File: src/rtl/i2c_bus_arbiter.sv
// Round-robin arbiter granting one of NREQ requesters access to a shared I2C master port.
// Monitors SCL/SDA for START/STOP, enforces a bus-free gap, and force-releases stalled grants.
module i2c_bus_arbiter #(
    parameter int NREQ     = 4,
    parameter int FREE_CYC = 8,
    parameter int TO_CYC   = 4096
) (
    input  logic            iClk,
    input  logic            iRstn,
    input  logic [NREQ-1:0] iReq,
    output logic [NREQ-1:0] oGnt,
    output logic [1:0]      oGntId,
    input  logic            iScl,
    input  logic            iSda,
    output logic            oBusy,
    output logic            oTimeout
);

    // state      | meaning
    // IDLE       | waiting for a free bus and a request
    // WAIT_START | grant issued, waiting for the owner's START
    // ACTIVE     | owner's transaction in progress, wait for STOP
    // HOLDOFF    | grant dropped, advance round-robin pointer
    typedef enum logic [1:0] {IDLE, WAIT_START, ACTIVE, HOLDOFF} state_t;

    localparam int          FW       = $clog2(FREE_CYC + 1);
    localparam logic [FW-1:0] FREE_MAX = FW'(FREE_CYC);
    localparam logic [15:0] TO_LAST  = 16'(TO_CYC - 1);
    localparam logic [1:0]  LAST_ID  = 2'(NREQ - 1);

    state_t          state, state_d;
    logic            scl_s1, scl_s2, scl_h;
    logic            sda_s1, sda_s2, sda_h;
    logic            start_det, stop_det;
    logic [FW-1:0]   free_cnt;
    logic [15:0]     to_cnt;
    logic [1:0]      rr_ptr, ptr_d;
    logic [1:0]      sel_id, id_d;
    logic            sel_vld;
    logic [NREQ-1:0] gnt_d;
    logic            tout_d;
    logic            bus_free, grant_ok, req_held, to_hit;

    // Lines reset to 1 so the bus looks idle straight out of reset.
    always_ff @(posedge iClk or negedge iRstn) begin
        if (!iRstn) begin
            {scl_s1, scl_s2, scl_h} <= 3'b111;
            {sda_s1, sda_s2, sda_h} <= 3'b111;
        end else begin
            {scl_s1, scl_s2, scl_h} <= {iScl, scl_s1, scl_s2};
            {sda_s1, sda_s2, sda_h} <= {iSda, sda_s1, sda_s2};
        end
    end

    assign start_det = scl_s2 & scl_h & sda_h & ~sda_s2;
    assign stop_det  = scl_s2 & scl_h & ~sda_h & sda_s2;

    always_ff @(posedge iClk or negedge iRstn) begin
        if (!iRstn) begin
            oBusy <= 1'b0;
        end else if (start_det) begin
            oBusy <= 1'b1;
        end else if (stop_det) begin
            oBusy <= 1'b0;
        end
    end

    always_ff @(posedge iClk or negedge iRstn) begin
        if (!iRstn) begin
            free_cnt <= '0;
        end else if (!scl_s2 || !sda_s2 || oBusy) begin
            free_cnt <= '0;
        end else if (free_cnt != FREE_MAX) begin
            free_cnt <= free_cnt + 1'b1;
        end
    end

    // Walk downward so the requester closest above rr_ptr is the last (winning) assignment.
    always_comb begin
        int idx;
        idx     = 0;
        sel_id  = rr_ptr;
        sel_vld = 1'b0;
        for (int i = NREQ - 1; i >= 0; i--) begin
            idx = int'(rr_ptr) + i;
            if (idx >= NREQ) idx = idx - NREQ;
            if (iReq[idx]) begin
                sel_vld = 1'b1;
                sel_id  = 2'(idx);
            end
        end
    end

    assign bus_free = (free_cnt == FREE_MAX) & ~oBusy;
    assign grant_ok = bus_free & ~start_det & sel_vld;
    assign req_held = |(iReq & oGnt);
    assign to_hit   = (to_cnt == TO_LAST);

    always_ff @(posedge iClk or negedge iRstn) begin
        if (!iRstn) begin
            state <= IDLE;
        end else begin
            state <= state_d;
        end
    end

    always_comb begin
        state_d = state;
        case (state)
            IDLE:       if (grant_ok) state_d = WAIT_START;
            WAIT_START: begin
                if (start_det)     state_d = ACTIVE;
                else if (!req_held) state_d = HOLDOFF;
                else if (to_hit)    state_d = HOLDOFF;
            end
            ACTIVE: begin
                if (stop_det)                state_d = HOLDOFF;
                else if (!scl_s2 && to_hit)  state_d = HOLDOFF;
            end
            HOLDOFF:    state_d = IDLE;
            default:    state_d = IDLE;
        endcase
    end

    always_comb begin
        gnt_d  = oGnt;
        id_d   = oGntId;
        ptr_d  = rr_ptr;
        tout_d = 1'b0;
        case (state)
            IDLE: begin
                if (grant_ok) begin
                    gnt_d         = '0;
                    gnt_d[sel_id] = 1'b1;
                    id_d          = sel_id;
                end
            end
            WAIT_START: begin
                if (!start_det && req_held && to_hit) tout_d = 1'b1;
                if (state_d == HOLDOFF) gnt_d = '0;
            end
            ACTIVE: begin
                if (!stop_det && !scl_s2 && to_hit) tout_d = 1'b1;
                if (state_d == HOLDOFF) gnt_d = '0;
            end
            HOLDOFF: begin
                gnt_d = '0;
                ptr_d = (oGntId == LAST_ID) ? 2'd0 : oGntId + 2'd1;
            end
            default: gnt_d = '0;
        endcase
    end

    always_ff @(posedge iClk or negedge iRstn) begin
        if (!iRstn) begin
            oGnt     <= '0;
            oGntId   <= '0;
            rr_ptr   <= '0;
            oTimeout <= 1'b0;
        end else begin
            oGnt     <= gnt_d;
            oGntId   <= id_d;
            rr_ptr   <= ptr_d;
            oTimeout <= tout_d;
        end
    end

    // Restarts on every state change; in ACTIVE only consecutive SCL-low cycles count.
    always_ff @(posedge iClk or negedge iRstn) begin
        if (!iRstn) begin
            to_cnt <= '0;
        end else if (state_d != state) begin
            to_cnt <= '0;
        end else if (state == ACTIVE && scl_s2) begin
            to_cnt <= '0;
        end else if (state == WAIT_START || state == ACTIVE) begin
            to_cnt <= to_cnt + 16'd1;
        end
    end

endmodule

File: config.mk
export PLATFORM = sky130hd
export DESIGN_NAME = i2c_bus_arbiter
export DESIGN_NICKNAME = d
export VERILOG_FILES = /design/src/rtl/i2c_bus_arbiter.sv
export SDC_FILE = /design/constraint.sdc
export NUM_CORES = 1
export LEC_CHECK = 0
export ABC_AREA = 0
export BUFFER_PORTS_ARGS = -buffer_cell sky130_fd_sc_hd__buf_2
export CORE_UTILIZATION = 29
export CTS_BUF_LIST = sky130_fd_sc_hd__clkbuf_4
export DETAILED_ROUTE_END_ITERATION = 7
export PLACE_DENSITY = 0.46
export SLEW_MARGIN = 20
export SYNTH_ARGS = -nofsm -noshare
export SYNTH_HDL_FRONTEND = slang
export SYNTH_SLANG_ARGS = --single-unit
File: constraint.sdc
create_clock -name iClk -period 2.19 [get_ports iClk]
set_clock_uncertainty 0.2 [all_clocks]
set_input_delay 0.438 -clock iClk [delete_from_list [all_inputs] [get_ports iClk]]
set_output_delay 0.438 -clock iClk [all_outputs]
set_load 0.02 [all_outputs]
==> reports/metrics.yaml <==
start_kind: "register"
diodes: 0
grt_pass1_vias: 1735
wl_per_cell_um: 13.0
max_freq_mhz: 424
htreeDepth: 2
place_congestion: 0.805
fin_crit_sh: 1.08
pwr_density_cell_mw_per_mm2: 990
grt_use_met3: 0.0321
path_max_fanout: 4
hold_end: "sda_s2"
critPathArrivalTime_ns: 2.39
rsz0062_at_grt: "true"
synth_edf_count: 0
root_buffer: "clkbuf_4"
num_rows: 30
synth.avg_cell_area_sq_um: 10.2
first_pass_iters: 4
grt_pass1_wl_um: 8060
syn_area_sq_mm: 0.00201
min_period_ns: 2.36
place_ws_ns: -0.221
gr-usage-all-layers: 0.142
coreArea_sq_mm: 0.00676
drc: 0
routed_wl_um: 4570
area_growth_pct: 36.3
hold_viol_final: 0
final_cell_mix: "buf_4 (48), dfrtp_1 (31), nor2_1 (20)"
r2r_setup_slack_ns: -0.17
peakVddDrop_uv: 393
antenna_found_initial: 0
ys.warnings.count: 0
final_common_cell: "buf_4"
synth_nets: 214
criticalPathCategory: "reg2reg"
met1_usage: 0.175
grt_max_degree: 22
fin_ws_ns: -0.170
worst_pin_slew_ns: 0.599
placed_area_sq_mm: 0.00253
grt_util_met2: 0.245
r2r_start: "to_cnt[0]"
cts_buffer_depth: 2
clk_latency_ns: 0.34
seq_area_frac_synth: 0.476
vias: 1661
finalSetupViolations: 21
die_w_um: 85.3
clock_sinks: 38
io_pins: 16
cts_buffers: 5
drtIter0Drc: 60
synth_cells: 197
worstHoldPathCells: 0
vias_per_cell: 4.73
path_clk_slew_ns: 0.12
maxCapViolCount: 0
status: "complete, but fails checks"
rr_worst_depth: 7
hp-start: "sda_s1"
dp_hpwl_um: 3140
overflow: 0
die-area_sq_mm: 0.00728
ys_seq_elements: 38
ant_nets: 0
worst_ep_required_time_ns: 2.22
end_kind: "register"
fin_area_sq_mm: 0.00274
async_flop_share: 1.00
hold_class: "reg2reg"
violations: "negative setup slack"
drive_gt1_frac: 0.413
slew_headroom: 0.601
worstReg2RegEnd: "oGnt[3]"
maxSlewViolCount: 0
final_nets: 287
portBuffers: 15
cts_tree: "built"
synth-main-ff-cell: "dfrtp_1"
leakagePower_nw: 1.25
initial_utilization: 0.298
synth.distinct_cells: 41
grt_busiest_layer: "met2"
die_h_um: 85.3
## per-layer routing
layer	share of wire	wire, um	vias up
li1	-	-	840
met1	0.49	2230	791
met2	0.47	2140	23
met3	0.029	132	7
met4	0.015	69	0
met5	0	0	-
## critical path, stage by stage (launching register included)
cell and delay (ns):
dfrtp_1 0.41, ha_2 0.20, nand3_2 0.08, nor4_4 0.06, or4_4 0.48, o21a_1 0.23
a31oi_4 0.25, mux2_4 0.32
## cells in the mapped netlist (4+ instances only)
cell type  instances  area share
a21oi_1            8       0.020
ha_1               9       0.056
nor3b_1            4       0.015
dfrtp_1           32        0.40
nand2_1           15       0.028
nor3_1             5       0.012
nor2_1            28       0.052
xnor2_1            9       0.039
dfstp_2            6       0.078
xor2_1             8       0.035
inv_1             11       0.021
nand4_1            6       0.019
nor4_1             4       0.012
o21ai_0            6       0.015
## power by group
part | internal, mW | switching, mW | total (mW)
Clock | 0.133 | 0.233 | 0.366
Sequential | 0.781 | 0.0443 | 0.826
Combinational | 0.696 | 0.828 | 1.52
Total | 1.61 | 1.11 | 2.72
## logic make-up after synthesis
group	share of synthesized area
XOR/XNOR	0.0740
adder cells (fa/ha/maj)	0.0559
flip-flops	0.476
AND/OR/NAND/NOR	0.205
multiplexers	0.0491
AO/OA/AOI/OAI	0.108
buffers and inverters	0.0317
## worst max path at each step
stage	slack (ns)	startpoint	to
finish	-0.17	to_cnt[0]	oGnt[3]
CTS	-0.16	to_cnt[13]	oGnt[3]
global route	-0.27	to_cnt[13]	oGnt[3]
detailed placement	-0.22	iReq[1]	to_cnt[1]
global placement	-0.24	to_cnt[13]	to_cnt[12]
floorplan	-0.13	sda_s2	oGnt[0]
## through the flow
step	power [mW]	TNS (ns)	utilization	hold slack, ns	instances
after detailed placement	2.02	-4.07	0.375	0.149	335
after global placement	2.01	-4.50	0.375	0.146	335
final	2.72	-1.97	0.406	0.162	351
after global routing	2.92	-4.33	0.406	0.171	351
after floorplan	1.65	-1.10	-	-0.0576	197
after CTS	2.68	-1.65	0.400	0.167	349
## final cells by class
class	instances	area (sq um)
well taps	80	100
repair buffers	69	508
flip-flops and latches	38	960
multi-input cells	145	1080
fillers	673	4010
clock buffers	6	45.0
inverters	11	41.3
clock inverters	2	8.76
## flip-flops by register name (all words and copies together), names as in the netlist, 2 cells and up
name,count
free_cnt,4
oGnt,4
oGntId,2
rr_ptr,2
state,2
to_cnt,16
## repair_timing
action / 4_1_cts / 5_1_grt
buffers inserted: 3 / 2
endpoints found under the setup margin: 20 / 21
gates cloned: 1 / 0
pin swaps: 21 / 7
endpoints found under the hold margin: 13 / 0
hold buffers: 3 / 0
gates resized for setup: 14 / 9
Power figures use the tool's default switching activity.
